[src/rtl/load_store_unit.sv]
// Memory-access stage in front of a byte-addressed, big-endian word memory.
// Adds sub-word loads with extension, and sub-word stores done as read-modify-write.
module load_store_unit #(
    parameter int MEM_BYTES = 256
) (
    input  logic        clk,
    input  logic        rst_n,
    input  logic        start,
    input  logic        is_store,
    input  logic [1:0]  size,
    input  logic        is_unsigned,
    input  logic [31:0] addr,
    input  logic [31:0] store_data,
    output logic        busy,
    output logic        done,
    output logic        fault,
    output logic [31:0] load_data,
    output logic [31:0] mem_addr,
    output logic [31:0] mem_wdata,
    output logic        mem_read,
    output logic        mem_write,
    input  logic [31:0] mem_rdata
);

    typedef enum logic [2:0] {IDLE, FLT, RD, CAP, WR, DONE} stateType;

    stateType    state;
    logic        storeReg;
    logic        unsignedReg;
    logic [1:0]  sizeReg;
    logic [1:0]  offsetReg;
    logic [15:0] storeDataReg;

    logic [32:0] reqBytes;
    logic [32:0] lastByte;
    logic        reqFault;
    logic [7:0]  byteLane;
    logic [15:0] halfLane;
    logic [31:0] loadValue;
    logic [31:0] mergedWord;

    // The last touched byte is computed one bit wider so addresses near 2^32 cannot wrap into range.
    always_comb begin
        reqBytes = 33'd4;
        case (size)
            2'b00:   reqBytes = 33'd1;
            2'b01:   reqBytes = 33'd2;
            default: reqBytes = 33'd4;
        endcase
        lastByte = {1'b0, addr} + reqBytes - 33'd1;
        reqFault = (size == 2'b11)
                || (size == 2'b01 && addr[0])
                || (size == 2'b10 && addr[1:0] != 2'b00)
                || (lastByte >= 33'(MEM_BYTES));
    end

    always_comb begin
        byteLane = mem_rdata[31:24];
        case (offsetReg)
            2'd1:    byteLane = mem_rdata[23:16];
            2'd2:    byteLane = mem_rdata[15:8];
            2'd3:    byteLane = mem_rdata[7:0];
            default: byteLane = mem_rdata[31:24];
        endcase
        halfLane = offsetReg[1] ? mem_rdata[15:0] : mem_rdata[31:16];

        loadValue = mem_rdata;
        if (sizeReg == 2'b00) begin
            loadValue = unsignedReg ? {24'd0, byteLane} : {{24{byteLane[7]}}, byteLane};
        end else if (sizeReg == 2'b01) begin
            loadValue = unsignedReg ? {16'd0, halfLane} : {{16{halfLane[15]}}, halfLane};
        end

        mergedWord = mem_rdata;
        if (sizeReg == 2'b00) begin
            case (offsetReg)
                2'd1:    mergedWord[23:16] = storeDataReg[7:0];
                2'd2:    mergedWord[15:8]  = storeDataReg[7:0];
                2'd3:    mergedWord[7:0]   = storeDataReg[7:0];
                default: mergedWord[31:24] = storeDataReg[7:0];
            endcase
        end else if (sizeReg == 2'b01) begin
            if (offsetReg[1]) mergedWord[15:0] = storeDataReg;
            else              mergedWord[31:16] = storeDataReg;
        end
    end

    // mem_wdata doubles as the write buffer for the merged read-modify-write word.
    always_ff @(posedge clk) begin
        if (!rst_n) begin
            state        <= IDLE;
            busy         <= 1'b0;
            done         <= 1'b0;
            fault        <= 1'b0;
            mem_read     <= 1'b0;
            mem_write    <= 1'b0;
            load_data    <= 32'd0;
            mem_addr     <= 32'd0;
            mem_wdata    <= 32'd0;
            storeReg     <= 1'b0;
            unsignedReg  <= 1'b0;
            sizeReg      <= 2'b00;
            offsetReg    <= 2'b00;
            storeDataReg <= 16'd0;
        end else begin
            done      <= 1'b0;
            fault     <= 1'b0;
            mem_read  <= 1'b0;
            mem_write <= 1'b0;
            case (state)
                IDLE: begin
                    if (start) begin
                        storeReg     <= is_store;
                        unsignedReg  <= is_unsigned;
                        sizeReg      <= size;
                        offsetReg    <= addr[1:0];
                        storeDataReg <= store_data[15:0];
                        busy         <= 1'b1;
                        if (reqFault) begin
                            state <= FLT;
                            done  <= 1'b1;
                            fault <= 1'b1;
                        end else if (is_store && size == 2'b10) begin
                            state     <= WR;
                            mem_addr  <= {addr[31:2], 2'b00};
                            mem_wdata <= store_data;
                            mem_write <= 1'b1;
                        end else begin
                            state    <= RD;
                            mem_addr <= {addr[31:2], 2'b00};
                            mem_read <= 1'b1;
                        end
                    end
                end
                RD: begin
                    state <= CAP;
                end
                CAP: begin
                    if (storeReg) begin
                        state     <= WR;
                        mem_wdata <= mergedWord;
                        mem_write <= 1'b1;
                    end else begin
                        state     <= DONE;
                        load_data <= loadValue;
                        done      <= 1'b1;
                    end
                end
                WR: begin
                    state <= DONE;
                    done  <= 1'b1;
                end
                default: begin
                    state <= IDLE;
                    busy  <= 1'b0;
                end
            endcase
        end
    end

endmodule

[config.mk]
export PLATFORM = sky130hd
export DESIGN_NAME = load_store_unit
export DESIGN_NICKNAME = d
export VERILOG_FILES = /design/src/rtl/load_store_unit.sv
export SDC_FILE = /design/constraint.sdc
export NUM_CORES = 1
export LEC_CHECK = 0
export ABC_AREA = 1
export CORE_UTILIZATION = 30
export DETAILED_ROUTE_END_ITERATION = 10
export GPL_TIMING_DRIVEN = 0
export HOLD_SLACK_MARGIN = 0.1
export SYNTH_ARGS = -nofsm -noshare
export SYNTH_HDL_FRONTEND = slang
export SYNTH_SLANG_ARGS = --single-unit
[constraint.sdc]
create_clock -name clk -period 4.4 [get_ports clk]
set_clock_uncertainty 0.05 [all_clocks]
set_input_delay 0.44 -clock clk [delete_from_list [all_inputs] [get_ports clk]]
set_output_delay 0.44 -clock clk [all_outputs]
set_load 0.005 [all_outputs]
==> metrics, run 1 <==
clock power share=between 40 and 50%; crit path kind=in2reg; P_sw=1284 uW; Worst VDD drop=approximately 180 uV; Slowest-stage cell, CP=clkdlybuf4s50_1; Tcrit/Tclk final=between 80 and 90%; post-synthesis cell count=1444; R2R setup slack=1.76 ns; clock slew seen by the registers of the worst setup and hold paths=about 0.070 ns; WP buf/inv=6; Cell variety after synth=40; HP Class=reg2reg; CTS buffer count=17; Sw Ratio=a little over a third; vias=10360; # port buffers=200; most common cell after layout, fill and taps aside=nand2_1; Detail Route Antenna Nets=0; P_int=2308 uW; row count=62; vias in the first global route=10240; CP max FO=10; largest net degree at the start of global routing=17; Total GRT Usage=roughly a quarter; leading area contributor after synthesis=dfxtp_1; combinational share of power=roughly 26%; # Post-CTS Setup Buffers=0; first-pass detailed-route iteration total=5; CP peak stage delay=around 0.45 ns; Critical Path End Type=flop; remaining routing DRC violations=0; Crit path depth=23; RSZ-0062 raised after global routing=false; Max-slew headroom=a little over half; Root Driver=clkbuf_16; area growth from synthesis to layout=35.03%; P per Cell Area=around 300 nW/um^2; post-cts resize count=0; worst r2r path cells=10; Die H=173.3 um; TritonCTS clock tree=done; clk sink count=124; final setup fails=0; WP data arrival=4.19 ns; Worst setup SP type=input pin; post-route cell area=approximately 12000 sq um; fmax=between 0.2 and 0.3 GHz; first-pass GRT wire length=55.46 mm; most frequent cells in the layout=271 x nand2_1, 245 x inv_1, 200 x clkdlybuf4s50_1; WP data required=around 4.7 ns; Post-DP HPWL=about 29 mm; fin worst setup slack=roughly 0.47 ns; top-area cell type share of the netlist area=28.19%; Worst path top cell family by delay=simple AND/OR/NAND/NOR gates; number of synthesized flops with an enable pin=0; ys flop type=dfxtp_1; # hold bufs at CTS=0; Vias/cell=between 5 and 6; GR Overflow Total=0; asr flop ratio synth=0%; mapped cell area=roughly 9000 sq um; launch point of the worst path=size[1]; CP most frequent cell=nand2_1; DR iter-0 viols=between 900 and 1000; initial core utilization=a little under a third; synth warn=0; max-cap check violation count=0; die span in x=approximately 170 um; sequential area share after synthesis=approximately 28%; R2R Path End=mem_wdata[30]; Final Max Slew Viols=0; routability cong.=just under 1; worst slew pin tran=~0.70 ns; initial antenna violation count=1; die area=between 30000 and 40000 sq um; # H-tree levels=4; clock latency on the worst-skew pair=about 0.44 ns; Layout Nets=between 1500 and 2000; # IOs=approximately 200; reg-to-reg critical path startpoint=state[2]; Placeable Area=between 20000 and 30000 sq um; Seq pwr share=around 33%; Syn Area/Cell=6.097 sq um; Pleak=between 0.005 and 0.006 uW; placed cell areas=about 11000 sq um; pre-CTS WS=-0.07565 ns; crit path cell chain=clkdlybuf4s50_1, inv_1, nand2_1, ha_1, inv_1, ha_1, inv_1, fa_1, nor2_1, o21ai_1, nand2_1, nand2_1, nand2_1, nand3_1, nand3_1, nand2_1, inv_1, nand3_1, nor2_2, nand3_2, clkbuf_1, o21ai_0, a21oi_1; total wire length=about 36 mm; top post-synthesis cells by area=dfxtp_1 28%, nand2_1 12%, a21oi_1 11%; share of layout cells above drive strength 1=4.174%; Worst setup endpoint=mem_addr[8]; Tmin final=between 3 and 4 ns; CTS max path bufs=2; final number of hold-violating endpoints=0; Yosys reg bits=between 100 and 150; outcome=complete, no violations; Wirelength per Cell=~17 um
[worst reg2reg max path, cell delays in order, from the launching register on]
cell	delay (ns)
dfxtp_1	0.33
inv_1	0.09
nand2_1	0.07
nor2_1	0.15
clkbuf_1	0.45
o21ai_0	0.20
a211oi_2	0.51
clkbuf_1	0.45
nand3_1	0.13
nand2_1	0.08
nor2_1	0.04
[kinds of logic (layout without fill, tap and decap cells)]
group	Yosys count	after routing	share of synthesized area [%]
and+or+nand+nor	521	521	25.20
other	1	3	0.04259
DFF	124	124	28.19
AOI/OAI and AO/OA	438	438	27.33
adders and majority gates	35	35	5.059
buffers and inverters	325	557	14.18
[through the flow]
| stage | setup TNS (ns) | cells | hold slack [ns] | util [%] | power (uW) |
|---|---|---|---|---|---|
| finish | 0 | 2062 | 0.3918 | 41.31 | 3592 |
| global route | 0 | 2061 | 0.4217 | 41.30 | 3766 |
| CTS | 0 | 2061 | 0.3977 | 41.30 | 3606 |
| detailed placement | -0.1690 | 2029 | 0.3880 | 39.23 | 2116 |
| global placement | -0.0001186 | 2029 | 0.3874 | 39.23 | 2115 |
| floorplan | 0 | 1445 | 0.3902 | - | 1762 |
[metal layers]
| layer | global-route usage, % | vias up | share of wire [%] |
|---|---|---|---|
| met5 | 0 | - | 0 |
| met4 | 8.038 | 0 | 2.9 |
| met2 | 42.12 | 343 | 48 |
| li1 | - | 5189 | - |
| met3 | 4.013 | 59 | 5.6 |
| met1 | 29.19 | 4764 | 43 |
[cells in the mapped netlist, drive strengths merged, types with 9 or more instances]
master,count
a21oi,188
o211ai,16
ha,34
inv,250
nand3,96
clkbuf,62
o21a,9
buf,12
nand2,282
dfxtp,124
nor2,118
o21ai,179
o221ai,31
[flip-flops by register name, summed over array words and instances, names as in the netlist]
| name | count |
|---|---|
| busy | 1 |
| done | 1 |
| fault | 1 |
| load_data | 32 |
| mem_addr | 30 |
| mem_read | 1 |
| mem_wdata | 32 |
| mem_write | 1 |
| offsetReg | 2 |
| sizeReg | 2 |
| state | 3 |
| storeDataReg | 16 |
| storeReg | 1 |
| unsignedReg | 1 |
[area by class of cell]
class	instances	area (sq um)
buffer	74	306.5
fill	3152	16890
sequential	124	2482
inverter	251	942.2
tap	384	480.5
timing repair buffer	200	2002
clock buffer	17	425.4
clock inverter	15	170.2
multi-input combinational	996	5077
antenna	1	2.502
[how the worst min path moves through the flow]
stage / startpoint / end / cells after the start
global route: mem_addr[29] / mem_addr[29] / 2
detailed placement: mem_addr[26] / mem_addr[26] / 2
floorplan: mem_addr[23] / mem_addr[23] / 2
global placement: mem_addr[6] / mem_addr[6] / 2
CTS: mem_addr[26] / mem_addr[26] / 2
finish: mem_addr[26] / mem_addr[26] / 2
[power by group through the flow]
| stage | Clock, uW | Sequential (uW) | Combinational (uW) |
|---|---|---|---|
| finish | 1480 | 1180 | 926 |
| global route | 1550 | 1180 | 1030 |
| CTS | 1510 | 1180 | 915 |
| detailed placement | 0 | 1210 | 910 |
| global placement | 0 | 1210 | 909 |
| floorplan | 0 | 1200 | 564 |
No activity file was read; power rests on OpenSTA's default activity.
==> run 2, diff against run 1 <==
CORE_MARGIN = 10   (was unset)
==> run 2 against run 1 <==
Sequential cell count unchanged; cell count is the same; combinational power rose by 1%; utilization decreased by 0.18 points; register-to-register slack barely moved; clock-buffer cell count rose by 2; non-clock buffer count is the same.
==> metrics, run 2 (same netlist as run 1, synthesis figures left out) <==
outcome=complete, no violations; TritonCTS clock tree=done; share of layout cells above drive strength 1=4.114% (-0.060 points); row count=62 (unchanged); fmax=0.2541 GHz (-0.20%); fin worst setup slack=0.4650 ns (-0.007760 ns); first-pass GRT wire length=58.73 mm (+5.9%); final setup fails=0 (unchanged); initial antenna violation count=1 (unchanged); clk sink count=124 (unchanged); max-cap check violation count=0 (unchanged); Worst VDD drop=229.8 uV (+30%); # port buffers=200 (unchanged); post-cts resize count=0 (unchanged); vias in the first global route=10280 (+0.38%); WP data required=4.65 ns (about the same); Worst path top cell family by delay=simple AND/OR/NAND/NOR gates; most common cell after layout, fill and taps aside=nand2_1; Placeable Area=28860 sq um (+0.27%); routability cong.=0.9896 (+1.5%); # IOs=204 (unchanged); WP data arrival=4.19 ns (about the same); # Post-CTS Setup Buffers=0 (unchanged); Final Max Slew Viols=0 (unchanged); Critical Path End Type=flop; Die H=191.3 um (+10%); area growth from synthesis to layout=34.79%; vias=10380 (+0.21%); Max-slew headroom=48.05% (-5.1 points); initial core utilization=30.51% (-0.082 points); P per Cell Area=298.3 nW/um^2 (-1.3%); Setup Total Neg Slack=0 ns (unchanged); GR Overflow Total=0 (unchanged); Fill cells=3182 (+0.95%); worst slew pin tran=0.7792 ns (+0.07941 ns); CP max FO=10 (unchanged); CTS max path bufs=2 (unchanged); Core Util, Final=41.12% (-0.18 points); die span in x=191.3 um (+10%); Sw Ratio=34.99% (-0.77 points); Seq pwr share=33.4% (+0.5 points); remaining routing DRC violations=0 (unchanged); first-pass detailed-route iteration total=5 (unchanged); largest net degree at the start of global routing=17 (unchanged); most frequent cells in the layout=271 x nand2_1, 245 x inv_1, 200 x clkdlybuf4s50_1; combinational share of power=26.5% (+0.7 points); P_int=2302 uW (-0.26%); CP peak stage delay=0.43 ns (-0.02 ns); HP Class=reg2reg; Detail Route Antenna Nets=0 (unchanged); clock power share=40.1% (-1.2 points); # H-tree levels=4 (unchanged); pre-CTS WS=-0.03453 ns (+0.04111 ns); Tcrit/Tclk final=89.43% (+0.18 points); Post-DP HPWL=31.33 mm (+8.7%); Pleak=0.005230 uW (-0.22%); RSZ-0062 raised after global routing=false; Vias/cell=5.032 (+0.21%); Tmin final=3.935 ns (+0.007760 ns); crit path kind=in2reg; largest registers=load_data: 32 flops, mem_wdata: 32 flops, mem_addr: 30 flops; Layout Nets=1802 (unchanged); Worst setup SP type=input pin; P_sw=1238 uW (-3.6%); crit path cell chain=clkdlybuf4s50_1, inv_1, nand2_1, ha_1, inv_1, ha_1, inv_1, fa_1, nor2_1, o21ai_1, nand2_1, nand2_1, nand2_1, nand3_1, nand3_1, nand2_1, inv_1, nand3_1, nor2_2, nand3_2, clkbuf_1, o21ai_0, a21oi_1; total wire length=38.39 mm (+6.9%); CP most frequent cell=nand2_1; Wirelength per Cell=18.62 um (+6.9%); clock latency on the worst-skew pair=0.43 ns (about the same); Slowest-stage cell, CP=clkdlybuf4s50_1; Root Driver=clkbuf_16; WP buf/inv=6 (unchanged); CTS buffer count=17 (unchanged); final number of hold-violating endpoints=0 (unchanged); DR iter-0 viols=737 (-26%); Total GRT Usage=20.65% (-3.2 points); # hold bufs at CTS=0 (unchanged); die area=36600 sq um (+22%); clock slew seen by the registers of the worst setup and hold paths=0.06 ns (about the same)
## run 2: path summary, 6_finish.rpt
path / from / to / slack [ns] / cells after the start
setup / recovery: size[1] / mem_addr[23] / 0.47 / 23
hold reg to reg: mem_addr[31] / mem_addr[31] / 0.39 / 2
setup reg to reg: state[2] / mem_wdata[26] / 1.75 / 10
hold / removal: mem_addr[31] / mem_addr[31] / 0.39 / 2
## run 2: stage by stage
step,instances,hold WS (ns),total power (uW),instance area [sq um]
final,2062,0.3937,3540,11870
after global routing,2061,0.4136,3735,11870
after CTS,2061,0.3982,3562,11870
after detailed placement,2029,0.3874,2128,11290
after global placement,2029,0.3820,2129,11290
after floorplan,1445,0.3902,1762,8808
## run 2: layer usage
| metal | track usage (%) | vias to the layer above | routed length, um |
|---|---|---|---|
| met3 | 3.681 | 60 | 2325 |
| met1 | 25.49 | 4780 | 16640 |
| met2 | 35.09 | 345 | 18190 |
| met4 | 7.692 | 0 | 1236 |
| li1 | - | 5192 | - |
| met5 | 0 | - | 0 |
## run 2: cell type report
type	instances	area, sq um	area share [%]
Tap cell	384	480.5	4.049
Sequential cell	124	2482	20.92
Buffer	74	306.5	2.583
Antenna cell	1	2.502	0.02109
Clock inverter	13	131.4	1.107
Timing Repair Buffer	200	2002	16.87
Inverter	251	942.2	7.939
Clock buffer	19	442.9	3.732
Multi-Input combinational cell	996	5077	42.78
## run 2: worst register-to-register path: stages, from the launching register on
cell and delay, ns:
dfxtp_1 0.32, inv_1 0.08, nand2_1 0.07, nor2_1 0.14, clkbuf_1 0.46, o21ai_0 0.20
a211oi_2 0.50, clkbuf_1 0.47, nand3_1 0.15, nand2_1 0.08, nor2_1 0.04
## run 2: power by group through the flow
| stage | Clock (uW) | Sequential (uW) | Combinational, uW |
|---|---|---|---|
| 2_1_floorplan | 0 | 1200 | 564 |
| 3_3_place_gp | 0 | 1210 | 923 |
| 3_5_place_dp | 0 | 1210 | 923 |
| 4_1_cts | 1450 | 1180 | 928 |
| 5_1_grt | 1500 | 1180 | 1050 |
| 6_report | 1420 | 1180 | 938 |
